==> src/rtl/dqn_step_sequencer.sv <==
// dqn_step_sequencer: per-step FWD->ACT->ENV->UPD->NEXT training sequencer owning step/episode/epsilon counters.
// Latency: each phase costs >= 2 cycles (start-pulse cycle + done cycle), NEXT costs 1, so >= 9 cycles per step.
// Backpressure: waits indefinitely for each sub-unit done; halt pauses cleanly at the next step boundary.
module dqn_step_sequencer #(
    parameter int STATE_W      = 4,
    parameter int GOAL_STATE   = 9,
    parameter int MAX_STEPS    = 15,
    parameter int EP_W         = 12,
    parameter int NUM_EPISODES = 100,
    parameter int EPS_W        = 8,
    parameter int EPS_INIT     = 255,
    parameter int EPS_DEC      = 2,
    parameter int EPS_MIN      = 13
) (
    input  logic               clk,
    input  logic               rst,
    input  logic               start,
    input  logic               halt,
    input  logic [STATE_W-1:0] st_next,
    output logic               fwd_start,
    input  logic               fwd_done,
    output logic               act_start,
    input  logic               act_done,
    output logic               env_start,
    input  logic               env_done,
    output logic               upd_start,
    input  logic               upd_done,
    output logic               busy,
    output logic               train_done,
    output logic [3:0]         step,
    output logic [EP_W-1:0]    episode,
    output logic [EPS_W-1:0]   epsilon,
    output logic [2:0]         phase
);

    localparam logic [2:0] S_IDLE = 3'd0;
    localparam logic [2:0] S_FWD  = 3'd1;
    localparam logic [2:0] S_ACT  = 3'd2;
    localparam logic [2:0] S_ENV  = 3'd3;
    localparam logic [2:0] S_UPD  = 3'd4;
    localparam logic [2:0] S_NEXT = 3'd5;
    localparam logic [2:0] S_DONE = 3'd6;

    localparam logic [STATE_W-1:0] GOAL_S    = STATE_W'(GOAL_STATE);
    localparam logic [3:0]         STEP_MAX  = 4'(MAX_STEPS);
    localparam logic [EP_W-1:0]    EP_TARGET = EP_W'(NUM_EPISODES);
    localparam logic [EPS_W-1:0]   EPS_RST   = EPS_W'(EPS_INIT);
    localparam logic [EPS_W-1:0]   EPS_STEP  = EPS_W'(EPS_DEC);
    localparam logic [EPS_W-1:0]   EPS_FLOOR = EPS_W'(EPS_MIN);
    // Decrementing is only safe when the result stays at or above the floor.
    localparam logic [EPS_W:0]     EPS_THR   = (EPS_W+1)'(EPS_MIN + EPS_DEC);

    logic [2:0]         phase_q, phase_d;
    logic               entry_q, entry_d;   // high only in the first cycle of a phase state
    logic [3:0]         step_q, step_d;
    logic [EP_W-1:0]    episode_q, episode_d;
    logic [EPS_W-1:0]   eps_q, eps_d;
    logic [STATE_W-1:0] last_q, last_d;

    logic [EP_W-1:0]    ep_inc;
    logic [EPS_W-1:0]   eps_dec;
    logic               ep_end;

    // Episode-boundary helpers evaluated in NEXT: incremented count, end condition, floored epsilon.
    always_comb begin
        ep_inc = episode_q + 1'b1;
        ep_end = (last_q == GOAL_S) || (step_q == STEP_MAX);
        if ({1'b0, eps_q} >= EPS_THR) begin
            eps_dec = eps_q - EPS_STEP;
        end else begin
            eps_dec = EPS_FLOOR;
        end
    end

    // Phase sequencing; a done is honoured only after the entry cycle and only for the active phase.
    always_comb begin
        phase_d   = phase_q;
        entry_d   = 1'b0;
        step_d    = step_q;
        episode_d = episode_q;
        eps_d     = eps_q;
        last_d    = last_q;
        case (phase_q)
            S_IDLE: begin
                if (start) begin
                    phase_d = S_FWD;
                    entry_d = 1'b1;
                    last_d  = '0;
                    // step is 0 only straight after reset; a resume keeps the current step.
                    if (step_q == 4'd0) begin
                        step_d = 4'd1;
                    end
                end
            end
            S_FWD: begin
                if (!entry_q && fwd_done) begin
                    phase_d = S_ACT;
                    entry_d = 1'b1;
                end
            end
            S_ACT: begin
                if (!entry_q && act_done) begin
                    phase_d = S_ENV;
                    entry_d = 1'b1;
                end
            end
            S_ENV: begin
                if (!entry_q && env_done) begin
                    phase_d = S_UPD;
                    entry_d = 1'b1;
                    last_d  = st_next;
                end
            end
            S_UPD: begin
                if (!entry_q && upd_done) begin
                    phase_d = S_NEXT;
                end
            end
            S_NEXT: begin
                if (ep_end) begin
                    episode_d = ep_inc;
                    step_d    = 4'd1;
                    eps_d     = eps_dec;
                end else begin
                    step_d    = step_q + 4'd1;
                end
                if (ep_end && (ep_inc == EP_TARGET)) begin
                    phase_d = S_DONE;
                end else if (halt) begin
                    phase_d = S_IDLE;
                end else begin
                    phase_d = S_FWD;
                    entry_d = 1'b1;
                end
            end
            S_DONE: begin
                phase_d = S_DONE;
            end
            default: begin
                phase_d = S_IDLE;
            end
        endcase
    end

    // State and counter registers with synchronous reset.
    always_ff @(posedge clk) begin
        if (rst) begin
            phase_q   <= S_IDLE;
            entry_q   <= 1'b0;
            step_q    <= 4'd0;
            episode_q <= '0;
            eps_q     <= EPS_RST;
            last_q    <= '0;
        end else begin
            phase_q   <= phase_d;
            entry_q   <= entry_d;
            step_q    <= step_d;
            episode_q <= episode_d;
            eps_q     <= eps_d;
            last_q    <= last_d;
        end
    end

    // Start pulses and status decoded from registered state.
    always_comb begin
        fwd_start  = entry_q && (phase_q == S_FWD);
        act_start  = entry_q && (phase_q == S_ACT);
        env_start  = entry_q && (phase_q == S_ENV);
        upd_start  = entry_q && (phase_q == S_UPD);
        busy       = (phase_q != S_IDLE) && (phase_q != S_DONE);
        train_done = (phase_q == S_DONE);
        step       = step_q;
        episode    = episode_q;
        epsilon    = eps_q;
        phase      = phase_q;
    end

endmodule
==> config.mk <==
export PLATFORM = sky130hd
export DESIGN_NAME = dqn_step_sequencer
export DESIGN_NICKNAME = d
export VERILOG_FILES = /design/src/rtl/dqn_step_sequencer.sv
export SDC_FILE = /design/constraint.sdc
export NUM_CORES = 1
export LEC_CHECK = 0
export CORE_MARGIN = 2
export CORE_UTILIZATION = 44
export DETAILED_ROUTE_END_ITERATION = 8
export GPL_TIMING_DRIVEN = 0
export PLACE_DENSITY = 0.78
export SLEW_MARGIN = 20
export SYNTH_ARGS = -nofsm -noshare
export SYNTH_HDL_FRONTEND = slang
export SYNTH_SLANG_ARGS = --single-unit
==> constraint.sdc <==
create_clock -name clk -period 2.35 [get_ports clk]
set_input_delay 0.3525 -clock clk [delete_from_list [all_inputs] [get_ports clk]]
set_output_delay 0.3525 -clock clk [all_outputs]
set_load 0.03 [all_outputs]
==> impl_summary.txt, run 1 <==
----------------------------------------------------
[Run status]
  Status ... complete, no violations

[GRT]
  Initial antenna violation count ... 0
  Global-route usage over all layers ... 20.49%
  Number of global-route vias before repair ... 1,652
  Total gr overflow ... 0
  First-pass GRT wire length ... 7.189 mm
  Largest net degree at the start of global routing ... 12

[Place]
  Port buffer count ... 43
  Placed wire-length estimate ... 3.211 mm
  Gpl congestion ... 0.8007
  Worst slack at placement ... -0.07372 ns

[Synthesis]
  Sequential fraction of the synthesis area ... 35.24%
  Syn_area_per_cell ... 8.189 sq um
  Prevailing post-synth register cell ... sky130_fd_sc_hd__dfxtp_1
  Count of unique library cells instantiated by Yosys ... 46
  Number of warnings printed during yosys synthesis ... 0
  Library cell occupying the most area in the post-synthesis netlist ... sky130_fd_sc_hd__dfxtp_1
  Share of Yosys cell area claimed by the top area cell type ... 35.24%
  Total of flip-flops plus latches after synthesis ... 32
  Count of flip-flops with a built-in enable after synthesis ... 0
  Leading post-synthesis cells by cell area ... sky130_fd_sc_hd__dfxtp_1 (35%), sky130_fd_sc_hd__nor2_1 (5.4%), sky130_fd_sc_hd__nand2_1 (4.3%)
  Number of cells produced by synthesis ... 222
  Synth Cell Area ... 1818 sq um
  Synth Net Count ... 238
  Share of synthesized registers carrying an async set or reset ... 0%

[Floorplanning]
  I/O pins ... 45
  Number of rows created at floorplan ... 23
  Die Area ... 4662 sq um
  Width of the chip ... 68.28 um
  Placeable Area ... 4000 sq um
  Die Span Y ... 68.28 um
  Starting density of the core ... 45.45%

[Timing]
  Number of max-slew violations in the final report ... 0
  Portion of the clock cycle consumed by the worst path in the final layout ... 98.16%
  Relative slew slack ... 57.22%
  Setup slack of the critical path after layout ... 0.04326 ns
  Max Clock Freq ... 433.5 MHz
  Setup-failing EPs final ... 0
  Worst Max-Slew Pin Slew ... 0.6350 ns
  Final count of hold timing violations ... 0
  Hold WS ... 0.4765 ns
  Shortest clock period the worst path allows after layout ... 2.307 ns
  Layout Skew ... 0.003577 ns

[CTS]
  Root buffer cell ... sky130_fd_sc_hd__clkbuf_8
  Number of levels in the clock H-tree ... 2
  Skew-Pair Late Insertion Delay ... 0.28 ns
  Bufs on Longest Clock Path ... 2
  Total number of clock tree sinks ... 32
  Number of CTS-inserted buffers ... 5
  Worst-path clk slew ... 0.06 ns
  Clock tree from TritonCTS ... done
  Setup repair bufs after CTS ... 0

[Hold path]
  Hold WC Path Type ... reg2reg
  Hold path depth ... 2

[Power]
  LEAKAGE ... 0.8501 nW
  Final Total Pwr ... 1.313 mW
  Maximum ir drop on the vdd rail ... 0.0003721 V
  Power Dens Cells ... 542.2 nW/um^2

[Routing]
  DRC viols ... 0
  Wire length per cell ... 13.54 um
  Drt first pass iters ... 4
  Post-detailed-route count of antenna-violating nets ... 0
  Routed vias ... 1,769
  Iteration-0 DRC Markers ... 112
  Routed WL ... 4.346 mm
  Via-per-instance ratio ... 5.511

[Run]
  # Max-Cap Violations ... 0

[Setup path]
  Critical-path maximum fanout ... 5
  Crit path arrival time ... 2.53 ns
  Worst setup SP type ... register
  Crit Path Category ... reg2reg
  Required time worst endpoint ... 2.57 ns
  Worst r2r path cells ... 6
  Sort of element at the end of the critical path ... register

[Finish]
  Area growth from synthesis to final layout ... 33.17%
  Number of antenna cells inserted ... 0
  Share of cells above drive strength 1 ... 8.118%
  Nets@finish ... 287

----------------------------------------------------
==> state kept, by name, indices dropped and copies added (netlist names) <==
name,flops
step,4
episode,12
phase,3
entry_q,1
last_q,4
epsilon,8
==> critical path: stages (launching register included) <==
cell	delay, ns
sky130_fd_sc_hd__dfxtp_1	0.44
sky130_fd_sc_hd__ha_2	0.26
sky130_fd_sc_hd__or4b_1	0.45
sky130_fd_sc_hd__a2111o_1	0.45
sky130_fd_sc_hd__a21oi_1	0.14
sky130_fd_sc_hd__or4b_1	0.44
sky130_fd_sc_hd__nand2_1	0.06
==> metrics by stage <==
stage               utilization, %  area (sq um)  instances   TNS, ns
detailed placement           57.77          2311        315  -0.07372
floorplan                        -          1818        222         0
finish                       60.53          2421        321         0
global route                 60.53          2421        321  -0.04913
CTS                          60.15          2406        321         0
global placement             57.77          2311        315   -0.1006
==> layout by cell type (no fill, tap or decap), types with 2 or more instances in the layout <==
| master | count |
|---|---|
| sky130_fd_sc_hd__or4b_1 | 2 |
| sky130_fd_sc_hd__nor3_1 | 2 |
| sky130_fd_sc_hd__and4b_1 | 2 |
| sky130_fd_sc_hd__a21o_1 | 2 |
| sky130_fd_sc_hd__xor2_1 | 9 |
| sky130_fd_sc_hd__a21oi_1 | 9 |
| sky130_fd_sc_hd__o31ai_1 | 4 |
| sky130_fd_sc_hd__nand4bb_1 | 2 |
| sky130_fd_sc_hd__nor2_1 | 25 |
| sky130_fd_sc_hd__clkdlybuf4s50_1 | 38 |
| sky130_fd_sc_hd__nand3_1 | 10 |
| sky130_fd_sc_hd__clkbuf_2 | 4 |
| sky130_fd_sc_hd__nand2b_1 | 3 |
| sky130_fd_sc_hd__nand2_1 | 21 |
| sky130_fd_sc_hd__or4_1 | 5 |
| sky130_fd_sc_hd__nor3b_1 | 3 |
| sky130_fd_sc_hd__and3_1 | 2 |
| sky130_fd_sc_hd__nand4_1 | 3 |
| sky130_fd_sc_hd__nor4_1 | 3 |
| sky130_fd_sc_hd__o221ai_1 | 2 |
| sky130_fd_sc_hd__inv_1 | 9 |
| sky130_fd_sc_hd__o21a_1 | 2 |
| sky130_fd_sc_hd__nor2b_1 | 3 |
| sky130_fd_sc_hd__xnor2_1 | 6 |
| sky130_fd_sc_hd__clkdlybuf4s15_1 | 2 |
| sky130_fd_sc_hd__clkbuf_8 | 7 |
| sky130_fd_sc_hd__or2_2 | 2 |
| sky130_fd_sc_hd__ha_1 | 3 |
| sky130_fd_sc_hd__nand3b_1 | 6 |
| sky130_fd_sc_hd__a22oi_1 | 5 |
| sky130_fd_sc_hd__a21boi_0 | 2 |
| sky130_fd_sc_hd__o21ai_0 | 10 |
| sky130_fd_sc_hd__dfxtp_1 | 32 |
| sky130_fd_sc_hd__or3_1 | 6 |
| sky130_fd_sc_hd__clkbuf_1 | 5 |
| sky130_fd_sc_hd__dlygate4sd2_1 | 2 |
==> cell usage after synthesis, types with 3 or more instances <==
library cell and instances:
sky130_fd_sc_hd__or4_1 5, sky130_fd_sc_hd__nand4_1 3, sky130_fd_sc_hd__clkbuf_1 9, sky130_fd_sc_hd__nand2_1 21, sky130_fd_sc_hd__a22oi_1 5, sky130_fd_sc_hd__o31ai_1 4
sky130_fd_sc_hd__inv_1 10, sky130_fd_sc_hd__o21ai_0 10, sky130_fd_sc_hd__ha_1 4, sky130_fd_sc_hd__nor3b_1 3, sky130_fd_sc_hd__nor2_1 26, sky130_fd_sc_hd__xor2_1 9
sky130_fd_sc_hd__nor2b_1 3, sky130_fd_sc_hd__xnor2_1 6, sky130_fd_sc_hd__dfxtp_1 32, sky130_fd_sc_hd__a21oi_1 9, sky130_fd_sc_hd__nand3_1 10, sky130_fd_sc_hd__nor4_1 3
sky130_fd_sc_hd__nand2b_1 3, sky130_fd_sc_hd__nand3b_1 6, sky130_fd_sc_hd__or3_1 6
==> cell type report <==
type	count	area (sq um)
well taps	50	62.56
repair buffers	43	422.9
inverters	10	41.29
clock buffers	7	96.34
fillers	401	1579
plain buffers	9	38.79
flip-flops and latches	32	640.6
multi-input cells	170	1119
==> logic make-up (layout without fill, tap and decap cells) <==
| kind of cell | count (synthesis) | in the layout | synth area share (%) |
|---|---|---|---|
| AOI/OAI and AO/OA | 46 | 46 | 17.41 |
| xor gates and xnor gates | 15 | 15 | 7.227 |
| adders and majority gates | 4 | 4 | 2.753 |
| buffers and inverters | 20 | 69 | 4.198 |
| DFF | 32 | 32 | 35.24 |
| and+or+nand+nor | 105 | 105 | 33.17 |
==> repair_timing <==
action	4_1_cts	5_1_grt
hold buffers	0	0
gates resized for setup	9	9
setup endpoints to repair	5	7
==> final timing paths <==
check / start / slack [ns] / to
max: episode[0] / 0.04 / phase[2]
min: epsilon[7] / 0.48 / epsilon[7]
max reg2reg: episode[0] / 0.04 / phase[2]
min reg2reg: epsilon[7] / 0.48 / epsilon[7]
==> power by group <==
group | internal [mW] | switching [mW]
logic | 0.120 | 0.174
registers | 0.558 | 0.0161
clock network | 0.260 | 0.184
==> per-layer routing <==
metal	part of all wire (%)	routed length (um)	track usage, %
met1	48	2069	26.51
met2	47	2036	33.13
met3	4.4	191	5.592
met4	1.1	49	6.250
met5	0	0	0
No activity file was read; power rests on OpenSTA's default activity.
==> inputs of run 2 (changes only) <==
--- a/config.mk
+++ b/config.mk
@@ -5,11 +5,12 @@
 export SDC_FILE = /design/constraint.sdc
 export NUM_CORES = 1
 export LEC_CHECK = 0
+export ABC_AREA = 1
 export CORE_MARGIN = 2
 export CORE_UTILIZATION = 44
 export DETAILED_ROUTE_END_ITERATION = 8
 export GPL_TIMING_DRIVEN = 0
-export PLACE_DENSITY = 0.78
+export PLACE_DENSITY = 0.77
 export SLEW_MARGIN = 20
 export SYNTH_ARGS = -nofsm -noshare
 export SYNTH_HDL_FRONTEND = slang
==> run 2 against run 1 <==
Effect of this change:
- critical path depth fell by 3
- power rose by 21%
- flip-flop and latch count is the same
- sequential share of layout area decreased by 0.89 points
- worst setup slack better by 0.057 ns
- register-to-register slack better by 0.30 ns
- synthesized area is 5.5% higher
- global-route usage decreased by 1.4 points
- maximum frequency grew 2.5%
- clock power decreased by 11%
- critical endpoint is now train_done
- largest cell class unchanged
- largest power group unchanged
==> impl_summary.txt, run 2 <==
----------------------------------------------------
[Timing]
  Number of max-slew violations in the final report ... 0 (unchanged)
  Layout Skew ... 0.007063 ns (+0.003486 ns)
  Relative slew slack ... 64.90% (+7.7 points)
  Portion of the clock cycle consumed by the worst path in the final layout ... 95.74% (-2.4 points)
  Hold WS ... 0.4597 ns (-0.01685 ns)
  Final sum of negative setup slack ... 0 ns (unchanged)
  Setup-failing EPs final ... 0 (unchanged)
  Shortest clock period the worst path allows after layout ... 2.250 ns (-0.05676 ns)
  Final count of hold timing violations ... 0 (unchanged)
  Worst Max-Slew Pin Slew ... 0.5265 ns (-0.1084 ns)
  Unrepaired setup endpoints after global routing ... no
  Max Clock Freq ... 444.4 MHz (+2.5%)

[GRT]
  Number of global-route vias before repair ... 1,783 (+7.9%)
  Initial antenna violation count ... 0 (unchanged)
  Largest net degree at the start of global routing ... 11 (-1)
  Global-route usage over all layers ... 19.12% (-1.4 points)
  Total gr overflow ... 0 (unchanged)
  First-pass GRT wire length ... 7.610 mm (+5.9%)

[Synthesis]
  Multiplexer area fraction after synthesis ... 0% (unchanged)
  Main combinational cell family by area after synthesis ... simple AND/OR/NAND/NOR gates
  Total of flip-flops plus latches after synthesis ... 32 (unchanged)
  Sequential fraction of the synthesis area ... 33.40% (-1.8 points)
  Leading post-synthesis cells by cell area ... sky130_fd_sc_hd__dfxtp_1 (33%), sky130_fd_sc_hd__nand2_1 (12%), sky130_fd_sc_hd__inv_1 (9.0%)
  Most frequently used cell type in the post-synthesis netlist ... sky130_fd_sc_hd__nand2_1
  Prevailing post-synth register cell ... sky130_fd_sc_hd__dfxtp_1
  Count of flip-flops with a built-in enable after synthesis ... 0 (unchanged)
  Library cell occupying the most area in the post-synthesis netlist ... sky130_fd_sc_hd__dfxtp_1
  Syn_area_per_cell ... 6.591 sq um (-20%)
  Simple-gate portion of the synthesized area ... 36.79% (+3.6 points)
  Count of unique library cells instantiated by Yosys ... 37 (-20%)
  Synth cell count leaders ... sky130_fd_sc_hd__nand2_1 (62), sky130_fd_sc_hd__inv_1 (46), sky130_fd_sc_hd__nor2_1 (36)
  Share of synthesized registers carrying an async set or reset ... 0% (unchanged)
  Xor-xnor portion of the synthesized cell area ... 0.9132% (-6.3 points)
  Share of synthesized cell area in full adder, half adder and majority cells ... 2.609% (-0.14 points)
  Synth Cell Area ... 1918 sq um (+5.5%)
  Synth Net Count ... 307 (+29%)
  Synth Area in Compound Gates ... 15.20% (-2.2 points)
  Share of Yosys cell area claimed by the top area cell type ... 33.40% (-1.8 points)
  Number of cells produced by synthesis ... 291 (+31%)
  Number of warnings printed during yosys synthesis ... 0 (unchanged)

[Power]
  LEAKAGE ... 1.082 nW (+27%)
  Power Dens Cells ... 632.6 nW/um^2 (+17%)
  Maximum ir drop on the vdd rail ... 0.0004631 V (+24%)

[Floorplanning]
  Die Area ... 4904 sq um (+5.2%)
  Placeable Area ... 4264 sq um (+6.6%)
  Die Span Y ... 70.03 um (+2.6%)
  Number of rows created at floorplan ... 24 (+4.3%)
  I/O pins ... 45 (unchanged)
  Starting density of the core ... 44.98% (-0.47 points)
  Width of the chip ... 70.03 um (+2.6%)

[CTS]
  Number of CTS-inserted buffers ... 5 (unchanged)
  Hold-fix buffers, CTS ... 0 (unchanged)
  Bufs on Longest Clock Path ... 2 (unchanged)
  Total number of clock tree sinks ... 32 (unchanged)
  Setup repair bufs after CTS ... 0 (unchanged)
  Root buffer cell ... sky130_fd_sc_hd__clkbuf_8
  Worst-path clk slew ... 0.06 ns (about the same)
  Number of levels in the clock H-tree ... 2 (unchanged)
  Clock tree from TritonCTS ... done
  Skew-Pair Late Insertion Delay ... 0.29 ns (about the same)

[Finish]
  Final Instance Count excl. Fillers ... 394 (+23%)
  Commonest cells after routing, fill and taps aside ... sky130_fd_sc_hd__nand2_1 (62), sky130_fd_sc_hd__inv_1 (46), sky130_fd_sc_hd__clkdlybuf4s50_1 (42), sky130_fd_sc_hd__nor2_1 (35), sky130_fd_sc_hd__dfxtp_1 (32)
  Filler instances ... 420 (+4.7%)
  Number of flip-flops in the largest register ... 12 (unchanged)
  Nets@finish ... 358 (+25%)
  Leading cell type in the layout, fill and taps excluded ... sky130_fd_sc_hd__nand2_1
  Number of antenna cells inserted ... 0 (unchanged)
  Area growth from synthesis to final layout ... 30.59%
  Share of cells above drive strength 1 ... 9.942% (+1.8 points)

[Setup path]
  Sort of element at the end of the critical path ... primary output
  Crit path arrival time ... 1.90 ns (-0.63 ns)
  Required time worst endpoint ... 2.00 ns (-0.57 ns)
  Worst setup SP type ... register
  Crit Path Category ... reg2out
  Worst r2r path cells ... 12 (+6)
  Critical-path maximum fanout ... 6 (+1)

[Routing]
  Via-per-instance ratio ... 5.147 (-6.6%)
  Wire length per cell ... 11.38 um (-16%)
  Routed vias ... 2,028 (+15%)
  Routed WL ... 4.483 mm (+3.2%)
  DRC viols ... 0 (unchanged)
  Drt first pass iters ... 5 (+1)
  Iteration-0 DRC Markers ... 75 (-33%)
  Post-detailed-route count of antenna-violating nets ... 0 (unchanged)

[Place]
  Gpl congestion ... 0.8752 (+9.3%)
  Instance count after placement with tap cells included ... 387 (+23%)
  Placed wire-length estimate ... 3.457 mm (+7.6%)
  Port buffer count ... 44 (+2.3%)

[Hold path]
  Hold path depth ... 2 (unchanged)
  Hold WC Path Type ... reg2reg

[Run status]
  Status ... complete, no violations

[Run]
  # Max-Cap Violations ... 0 (unchanged)

----------------------------------------------------
-- run 2: worst paths after layout --
check | slack, ns | startpoint | endpoint
min | 0.46 | epsilon[0] | epsilon[0]
max reg2reg | 0.34 | episode[0] | phase[0]
max | 0.10 | phase[2] | train_done
min reg2reg | 0.46 | epsilon[0] | epsilon[0]
-- run 2: cell families (layout without fill, tap and decap cells) --
logic type               count (synthesis)  after routing
AO/OA/AOI/OAI                           51             51
XOR/XNOR                                 2              2
adder cells (fa/ha/maj)                  4              4
buffers and inverters                   55            106
flip-flops                              32             32
AND/OR/NAND/NOR                        147            147
-- run 2: metrics by stage --
step	power [mW]	worst slack, ns	area, sq um	util [%]
after floorplan	1.025	0.1827	1918	-
after global placement	1.191	0.2297	2424	56.84
after detailed placement	1.201	0.2010	2424	56.84
after CTS	1.597	0.007017	2502	58.69
after global routing	1.694	0.0002542	2505	58.74
final	1.585	0.1000	2505	58.74
-- run 2: per-layer routing --
| metal | part of all wire, % | GRT usage (%) | up-vias |
|---|---|---|---|
| met5 | 0 | 0 | - |
| li1 | - | - | 1034 |
| met3 | 4.2 | 3.030 | 7 |
| met2 | 48 | 31.85 | 45 |
| met4 | 1.9 | 8.547 | 0 |
| met1 | 46 | 24.33 | 942 |
-- run 2: power by group --
| group | internal, mW | leakage (nW) | total [mW] | switching, mW |
|---|---|---|---|---|
| sequential | 0.578 | 0.259 | 0.627 | 0.0494 |
| combinational | 0.207 | 0.782 | 0.561 | 0.354 |
| clock | 0.201 | 0.0410 | 0.396 | 0.195 |
-- run 2: area by class of cell --
| type | instances | area [sq um] | area share, % |
|---|---|---|---|
| plain buffers | 5 | 25.02 | 0.9990 |
| clock buffers | 6 | 72.57 | 2.897 |
| clock inverters | 1 | 5.005 | 0.1998 |
| inverters | 50 | 187.7 | 7.493 |
| multi-input cells | 204 | 1067 | 42.61 |
| flip-flops and latches | 32 | 640.6 | 25.57 |
| well taps | 52 | 65.06 | 2.597 |
| repair buffers | 44 | 441.7 | 17.63 |
-- run 2: timing repair --
| action | 4_1_cts | 5_1_grt |
|---|---|---|
| setup endpoints to repair | 1 | 1 |
| gates cloned | 0 | 0 |
| gates resized for setup | 2 | 1 |
-- run 2: critical path: stages, from the launching register on --
cell,delay (ns)
sky130_fd_sc_hd__dfxtp_1,0.43
sky130_fd_sc_hd__inv_1,0.08
sky130_fd_sc_hd__nor3_1,0.35
sky130_fd_sc_hd__clkdlybuf4s50_1,0.75
==> inputs of run 3 (changes only) <==
--- a/config.mk
+++ b/config.mk
@@ -5,12 +5,11 @@
 export SDC_FILE = /design/constraint.sdc
 export NUM_CORES = 1
 export LEC_CHECK = 0
-export ABC_AREA = 1
 export CORE_MARGIN = 2
 export CORE_UTILIZATION = 44
 export DETAILED_ROUTE_END_ITERATION = 8
 export GPL_TIMING_DRIVEN = 0
-export PLACE_DENSITY = 0.77
+export PLACE_DENSITY = 0.78
 export SLEW_MARGIN = 20
 export SYNTH_ARGS = -nofsm -noshare
 export SYNTH_HDL_FRONTEND = slang
==> results of run 3 <==
Final layout, timing and power as in run 1 (identical DEF).
